==> src/rtl/sm4_key_expansion_if.sv <==
// Round-key interface between the SM4 key schedule (slave) and its controller/consumer (master).
`default_nettype none

interface sm4_key_expansion_if;
  logic [127:0] key;
  logic         start;
  logic         busy;
  logic         key_ready;
  logic         rk_valid;
  logic [4:0]   rk_idx;
  logic [31:0]  rk_data;
  logic [4:0]   rd_idx;
  logic         rd_dir;
  logic [31:0]  rd_rk;

  modport master (
    output key, start, rd_idx, rd_dir,
    input  busy, key_ready, rk_valid, rk_idx, rk_data, rd_rk
  );

  modport slave (
    input  key, start, rd_idx, rd_dir,
    output busy, key_ready, rk_valid, rk_idx, rk_data, rd_rk
  );
endinterface

`default_nettype wire

==> src/rtl/sm4_key_expansion.sv <==
// sm4_key_expansion: iterative SM4 key schedule, two cycles per round key, with a 32x32 key store
// and a registered forward/reverse read port. Rev 1.0.
`default_nettype none

module sm4_key_expansion #(
  parameter int NUM_ROUNDS = 32
) (
  input  logic               i_clk,
  input  logic               i_rst,
  sm4_key_expansion_if.slave bus
);

  localparam logic [1:0] IDLE = 2'd0;
  localparam logic [1:0] LOAD = 2'd1;
  localparam logic [1:0] XOR  = 2'd2;
  localparam logic [1:0] SUB  = 2'd3;

  localparam logic [4:0]   LAST_RND = 5'(NUM_ROUNDS - 1);
  localparam logic [127:0] FK = 128'hA3B1BAC6_56AA3350_677D9197_B27022DC;

  localparam logic [7:0] SBOX [256] = '{
    8'hd6,8'h90,8'he9,8'hfe,8'hcc,8'he1,8'h3d,8'hb7,8'h16,8'hb6,8'h14,8'hc2,8'h28,8'hfb,8'h2c,8'h05,
    8'h2b,8'h67,8'h9a,8'h76,8'h2a,8'hbe,8'h04,8'hc3,8'haa,8'h44,8'h13,8'h26,8'h49,8'h86,8'h06,8'h99,
    8'h9c,8'h42,8'h50,8'hf4,8'h91,8'hef,8'h98,8'h7a,8'h33,8'h54,8'h0b,8'h43,8'hed,8'hcf,8'hac,8'h62,
    8'he4,8'hb3,8'h1c,8'ha9,8'hc9,8'h08,8'he8,8'h95,8'h80,8'hdf,8'h94,8'hfa,8'h75,8'h8f,8'h3f,8'ha6,
    8'h47,8'h07,8'ha7,8'hfc,8'hf3,8'h73,8'h17,8'hba,8'h83,8'h59,8'h3c,8'h19,8'he6,8'h85,8'h4f,8'ha8,
    8'h68,8'h6b,8'h81,8'hb2,8'h71,8'h64,8'hda,8'h8b,8'hf8,8'heb,8'h0f,8'h4b,8'h70,8'h56,8'h9d,8'h35,
    8'h1e,8'h24,8'h0e,8'h5e,8'h63,8'h58,8'hd1,8'ha2,8'h25,8'h22,8'h7c,8'h3b,8'h01,8'h21,8'h78,8'h87,
    8'hd4,8'h00,8'h46,8'h57,8'h9f,8'hd3,8'h27,8'h52,8'h4c,8'h36,8'h02,8'he7,8'ha0,8'hc4,8'hc8,8'h9e,
    8'hea,8'hbf,8'h8a,8'hd2,8'h40,8'hc7,8'h38,8'hb5,8'ha3,8'hf7,8'hf2,8'hce,8'hf9,8'h61,8'h15,8'ha1,
    8'he0,8'hae,8'h5d,8'ha4,8'h9b,8'h34,8'h1a,8'h55,8'had,8'h93,8'h32,8'h30,8'hf5,8'h8c,8'hb1,8'he3,
    8'h1d,8'hf6,8'he2,8'h2e,8'h82,8'h66,8'hca,8'h60,8'hc0,8'h29,8'h23,8'hab,8'h0d,8'h53,8'h4e,8'h6f,
    8'hd5,8'hdb,8'h37,8'h45,8'hde,8'hfd,8'h8e,8'h2f,8'h03,8'hff,8'h6a,8'h72,8'h6d,8'h6c,8'h5b,8'h51,
    8'h8d,8'h1b,8'haf,8'h92,8'hbb,8'hdd,8'hbc,8'h7f,8'h11,8'hd9,8'h5c,8'h41,8'h1f,8'h10,8'h5a,8'hd8,
    8'h0a,8'hc1,8'h31,8'h88,8'ha5,8'hcd,8'h7b,8'hbd,8'h2d,8'h74,8'hd0,8'h12,8'hb8,8'he5,8'hb4,8'hb0,
    8'h89,8'h69,8'h97,8'h4a,8'h0c,8'h96,8'h77,8'h7e,8'h65,8'hb9,8'hf1,8'h09,8'hc5,8'h6e,8'hc6,8'h84,
    8'h18,8'hf0,8'h7d,8'hec,8'h3a,8'hdc,8'h4d,8'h20,8'h79,8'hee,8'h5f,8'h3e,8'hd7,8'hcb,8'h39,8'h48
  };

  function automatic logic [31:0] tau(input logic [31:0] a);
    return {SBOX[a[31:24]], SBOX[a[23:16]], SBOX[a[15:8]], SBOX[a[7:0]]};
  endfunction

  function automatic logic [31:0] l_prime(input logic [31:0] b);
    return b ^ {b[18:0], b[31:19]} ^ {b[8:0], b[31:9]};
  endfunction

  logic [1:0]   state;
  logic [1:0]   state_next;
  logic [127:0] mk;
  logic [31:0]  k0, k1, k2, k3, t;
  logic [4:0]   rnd;
  logic [31:0]  store [NUM_ROUNDS];
  logic         busy, key_ready, rk_valid;
  logic [4:0]   rk_idx;
  logic [31:0]  rk_data, rd_rk;
  logic [7:0]   ck_base;
  logic [31:0]  ck, rk_new;
  logic [4:0]   rd_addr;

  // CK byte j of round r is ((4r + j) * 7) mod 256; 8-bit arithmetic gives the modulo for free.
  always_comb begin
    ck_base = {1'b0, rnd, 2'b00};
    ck      = {ck_base * 8'd7, (ck_base + 8'd1) * 8'd7,
               (ck_base + 8'd2) * 8'd7, (ck_base + 8'd3) * 8'd7};
    rk_new  = k0 ^ l_prime(tau(t));
    rd_addr = bus.rd_dir ? ~bus.rd_idx : bus.rd_idx;
  end

  always_ff @(posedge i_clk) begin
    if (i_rst) state <= IDLE;
    else       state <= state_next;
  end

  always_comb begin
    state_next = state;
    case (state)
      IDLE:    if (bus.start) state_next = LOAD;
      LOAD:    state_next = XOR;
      XOR:     state_next = SUB;
      SUB:     state_next = (rnd == LAST_RND) ? IDLE : XOR;
      default: state_next = IDLE;
    endcase
  end

  always_comb begin
    busy = (state != IDLE);
  end

  always_ff @(posedge i_clk) begin
    if (i_rst) begin
      mk        <= '0;
      k0        <= '0;
      k1        <= '0;
      k2        <= '0;
      k3        <= '0;
      t         <= '0;
      rnd       <= '0;
      key_ready <= 1'b0;
      rk_valid  <= 1'b0;
      rk_idx    <= '0;
      rk_data   <= '0;
    end else begin
      rk_valid <= 1'b0;
      case (state)
        IDLE: if (bus.start) begin
          mk        <= bus.key;
          key_ready <= 1'b0;
        end
        LOAD: begin
          {k0, k1, k2, k3} <= mk ^ FK;
          rnd              <= '0;
        end
        XOR: t <= k1 ^ k2 ^ k3 ^ ck;
        SUB: begin
          {k0, k1, k2, k3} <= {k1, k2, k3, rk_new};
          rk_valid         <= 1'b1;
          rk_idx           <= rnd;
          rk_data          <= rk_new;
          if (rnd == LAST_RND) key_ready <= 1'b1;
          else                 rnd       <= rnd + 5'd1;
        end
        default: ;
      endcase
    end
  end

  // Write and read share an edge, so a same-entry read returns the pre-write value.
  always_ff @(posedge i_clk) begin
    if (i_rst) begin
      for (int i = 0; i < NUM_ROUNDS; i++) store[i] <= '0;
      rd_rk <= '0;
    end else begin
      if (state == SUB) store[rnd] <= rk_new;
      rd_rk <= store[rd_addr];
    end
  end

  assign bus.busy      = busy;
  assign bus.key_ready = key_ready;
  assign bus.rk_valid  = rk_valid;
  assign bus.rk_idx    = rk_idx;
  assign bus.rk_data   = rk_data;
  assign bus.rd_rk     = rd_rk;

endmodule

`default_nettype wire
==> src/flat_wrapper.sv <==
// flat-port wrapper written by rule: the top's interface ports become plain ports
module sm4_key_expansion_flat 
#(
  parameter int NUM_ROUNDS = 32
)
  (i_clk, i_rst, bus_key, bus_start, bus_rd_idx, bus_rd_dir, bus_busy, bus_key_ready, bus_rk_valid, bus_rk_idx, bus_rk_data, bus_rd_rk);
  sm4_key_expansion_if bus_i ();
  input  logic i_clk;
  input  logic i_rst;
  input wire logic [$bits(bus_i.key)-1:0] bus_key;
  input wire logic [$bits(bus_i.start)-1:0] bus_start;
  input wire logic [$bits(bus_i.rd_idx)-1:0] bus_rd_idx;
  input wire logic [$bits(bus_i.rd_dir)-1:0] bus_rd_dir;
  output wire logic [$bits(bus_i.busy)-1:0] bus_busy;
  output wire logic [$bits(bus_i.key_ready)-1:0] bus_key_ready;
  output wire logic [$bits(bus_i.rk_valid)-1:0] bus_rk_valid;
  output wire logic [$bits(bus_i.rk_idx)-1:0] bus_rk_idx;
  output wire logic [$bits(bus_i.rk_data)-1:0] bus_rk_data;
  output wire logic [$bits(bus_i.rd_rk)-1:0] bus_rd_rk;
  assign bus_i.key = bus_key;
  assign bus_i.start = bus_start;
  assign bus_i.rd_idx = bus_rd_idx;
  assign bus_i.rd_dir = bus_rd_dir;
  assign bus_busy = bus_i.busy;
  assign bus_key_ready = bus_i.key_ready;
  assign bus_rk_valid = bus_i.rk_valid;
  assign bus_rk_idx = bus_i.rk_idx;
  assign bus_rk_data = bus_i.rk_data;
  assign bus_rd_rk = bus_i.rd_rk;
  sm4_key_expansion #(.NUM_ROUNDS(NUM_ROUNDS)) u_core (.i_clk(i_clk), .i_rst(i_rst), .bus(bus_i));
endmodule
==> config.mk <==
export PLATFORM = sky130hd
export DESIGN_NAME = sm4_key_expansion_flat
export DESIGN_NICKNAME = d
export VERILOG_FILES = /design/src/rtl/sm4_key_expansion_if.sv /design/src/rtl/sm4_key_expansion.sv /design/src/flat_wrapper.sv
export SDC_FILE = /design/constraint.sdc
export NUM_CORES = 2
export LEC_CHECK = 0
export ABC_AREA = 1
export CAP_MARGIN = 5
export CORE_MARGIN = 2
export CORE_UTILIZATION = 30
export DETAILED_ROUTE_END_ITERATION = 8
export PLACE_DENSITY = 0.54
export SLEW_MARGIN = 15
export SYNTH_ARGS = -nofsm -noshare
export SYNTH_HDL_FRONTEND = slang
export SYNTH_SLANG_ARGS = --single-unit
==> constraint.sdc <==
create_clock -name i_clk -period 2.85 [get_ports i_clk]
set_input_delay 0.855 -clock i_clk [delete_from_list [all_inputs] [get_ports i_clk]]
set_output_delay 0.855 -clock i_clk [all_outputs]
set_load 0.03 [all_outputs]
==> reports/metrics.cfg <==
[critical_path]
worstPathRequired_ns=3.40
r2r_start=u_core.t[10]$_SDFFE_PP0P_
critPathLaunch=u_core.t[10]$_SDFFE_PP0P_
cp_data_arrival_time_ns=3.62
startpoint_type=flop
crit_path_max_fanout=9
r2r_end=u_core.store[7][13]$_SDFFCE_PN0P_
crit_chain=inv_1 > buf_6 > buf_4 > nand2_8 > buf_4 > a21oi_1 > nor2_2 > nand2_1 > nand4_1 > nand2_1 > nand2_2 > nand2_4 > nand2_2 > nand2_2 > nand3_4 > nand2_8 > clkbuf_16 > nor2_1
slowest_stage=dfxtp_4
path_class=flop to flop
r2r_cells=18
end_kind=flop
rrSetupSlack_ns=-0.22
max_stage_delay_ns=0.39
cpMostUsedCell=nand2_2
crit_end=u_core.store[7][13]$_SDFFCE_PN0P_

[timing]
rsz0062_at_grt=true
slew_viol_final=0
setup_viol_count_final=1077
hold_violations=0
finalCritPeriodShare_pct=108
slew_headroom_pct=40.0
setup_slack_ns=-0.219
skew_ns=0.0674
min_period_ns=3.07
fmax_mhz=326
max_slew.worst_pin.slew_ns=0.900

[logic_synthesis]
yosysWarnings=0
ys_seq_area_share_pct=51.7
avgSynthCellArea_um2=8.29
syn_nets=9094
synth_cells=8880
ys_types=41
async_flop_share_pct=0
netlist_area_um2=73600
synthFlopType=edfxtp_1
ys_ff_latch=1390
synth_edf_count=1024

[global_routing]
grt_use_met2_pct=44.4
grt_max_degree=82
grtUsageMet3_pct=3.94
met1_usage_pct=36.4
grt_pass1_vias=69053
grt_util_all_layers_pct=27.5
grt_pass1_wl_um=503000
grt_remaining_overflow=0
grt_busiest_layer=met2
antenna_found_initial=14

[pwr]
peakVddDrop_mv=0.607
fin_total_pwr_mw=73.9
static-leakage-power_nw=40.9
power.density_nw_per_um2=734

[routing]
drt_iter0_drc=8905
drtAntennaViolNets=0
drc=0
wl_per_cell_um=27.5
wirelength_um=365000
avgViaCountPerCell=5.50
dr.pass1.iters=8
vias=73142

[clock_tree]
holdBufCountCts=0
clockBufferDepth=3
cts_made_buffers=153
clkLatencyLatePin_ns=0.83
cts.htree.levels=4
cts.sink_count=1390
cts_tree=done
clockRootBuffer=clkbuf_16
path_clk_slew_ns=0.06

[layout]
area_growth_pct=36.6
final_layout_size_suffix_gt1_share_pct=25.2
layout.nets=10184
layout_commonest_cell=nor2_1
post-route-util_pct=41.3
final_cell_area_um2=101000
layout_common_cells=nor2_1, nand2_1, buf_4, edfxtp_1, nand3_1
multi_input_area_um2=34300
fillers=24054
seq_area_um2=38100

[flow_run]
drv_cap=0

[placement]
gp_congestion=0.985
dpl_cell_area_um2=89100
dpl.hpwl_um=249000
io_buffers=208
place_ws_ns=-0.768

[floorplanning]
die-area_um2=249000
core.rowCount=181
die_w_um=499
fp.dieH_um=499
coreArea_um2=244000
io_pins=209
initial_core_util_pct=30.2

[run_status]
violations=setup timing
status=complete, but fails checks

[hold_path]
hp-class=flop to flop

stage by stage:
stage	setup TNS, ns	instances	hold slack (ns)
final	-94.04	13296	0.453
after global routing	-196.00	13292	0.474
after CTS	-109.88	13230	0.460
after detailed placement	-515.67	12885	0.452
after global placement	-557.28	12885	0.445
after floorplan	-6.29	8880	0.425
how the worst min path moves through the flow:
stage	start	endpoint	slack (ns)	cells after the start
after floorplan	u_core.mk[10]$_SDFFE_PP0P_	u_core.mk[10]$_SDFFE_PP0P_	0.42	2
after global placement	u_core.mk[32]$_SDFFE_PP0P_	u_core.mk[32]$_SDFFE_PP0P_	0.45	2
after detailed placement	u_core.mk[32]$_SDFFE_PP0P_	u_core.mk[32]$_SDFFE_PP0P_	0.45	2
after CTS	u_core.mk[32]$_SDFFE_PP0P_	u_core.mk[32]$_SDFFE_PP0P_	0.46	2
after global routing	u_core.mk[32]$_SDFFE_PP0P_	u_core.mk[32]$_SDFFE_PP0P_	0.47	2
final	u_core.mk[32]$_SDFFE_PP0P_	u_core.mk[32]$_SDFFE_PP0P_	0.45	2
worst max-delay path: cells and delay by family (launching register included):
kind,cells,cell delay (ns)
and+or+nand+nor,12,1.36
DFF,1,0.39
buffers and inverters,5,0.87
AOI/OAI and AO/OA,1,0.15
kinds of logic (layout without fill, tap and decap cells):
group	count (synthesis)	after routing	synth area share [%]
other	0	5	0
AO/OA/AOI/OAI	1458	1458	12.1
XOR/XNOR	104	104	1.24
AND/OR/NAND/NOR	4561	4561	25.4
flip-flops	1390	1390	51.7
adder cells (fa/ha/maj)	77	77	1.38
buffers and inverters	1194	2403	6.87
multiplexers	96	96	1.31
power by group:
group	internal, mW	total (mW)	switching (mW)
logic	11.3	30.7	19.4
clock network	11.3	20.0	8.73
registers	22.6	23.2	0.597
cell type report:
| cell class | instances | area share [%] |
|---|---|---|
| sequential | 1390 | 37.9 |
| multi-input combinational | 6296 | 34.1 |
| timing repair buffer | 1656 | 17.2 |
| clock buffer | 217 | 4.24 |
| tap | 3202 | 3.98 |
| inverter | 473 | 1.91 |
| clock inverter | 57 | 0.696 |
| antenna | 5 | 0.0124 |
per-layer routing:
metal  vias to the layer above  share of wire (%)
met3                       723                8.7
met1                     35959                 41
li1                      32495                  -
met4                        10                5.4
met2                      3955                 45
met5                         -              0.019
sequential cells by signal, summed over array words and instances, names as in the netlist, 2 cells and up:
signal and count:
u_core.k1 32, u_core.k3 32, u_core.k2 32, u_core.state 2, u_core.rnd 5, u_core.store 1024
u_core.k0 32, u_core.t 32, u_core.bus.rk_data 32, u_core.mk 128, u_core.bus.rd_rk 32, u_core.bus.rk_idx 5
Yosys cell counts (all sizes together), types with 69 or more instances:
cell,n,area share (%)
xnor2,69,0.82
o211ai,85,0.87
a21oi,289,2.0
buf,345,2.5
o21ai,644,4.4
clkbuf,376,1.9
mux2i,96,1.3
nor2,1721,8.9
o221ai,244,2.9
ha,70,1.2
inv,467,2.4
dfxtp,366,10
edfxtp,1024,42
nand3,1014,6.9
nand2,1780,9.2
timing repair:
| item | 4_1_cts | 5_1_grt |
|---|---|---|
| cloned | 30 | 32 |
| pin swaps | 77 | 170 |
| setup endpoints to repair | 1127 | 1128 |
| buffers inserted | 42 | 35 |
| gates resized for setup | 519 | 654 |
Power figures use the tool's default switching activity.
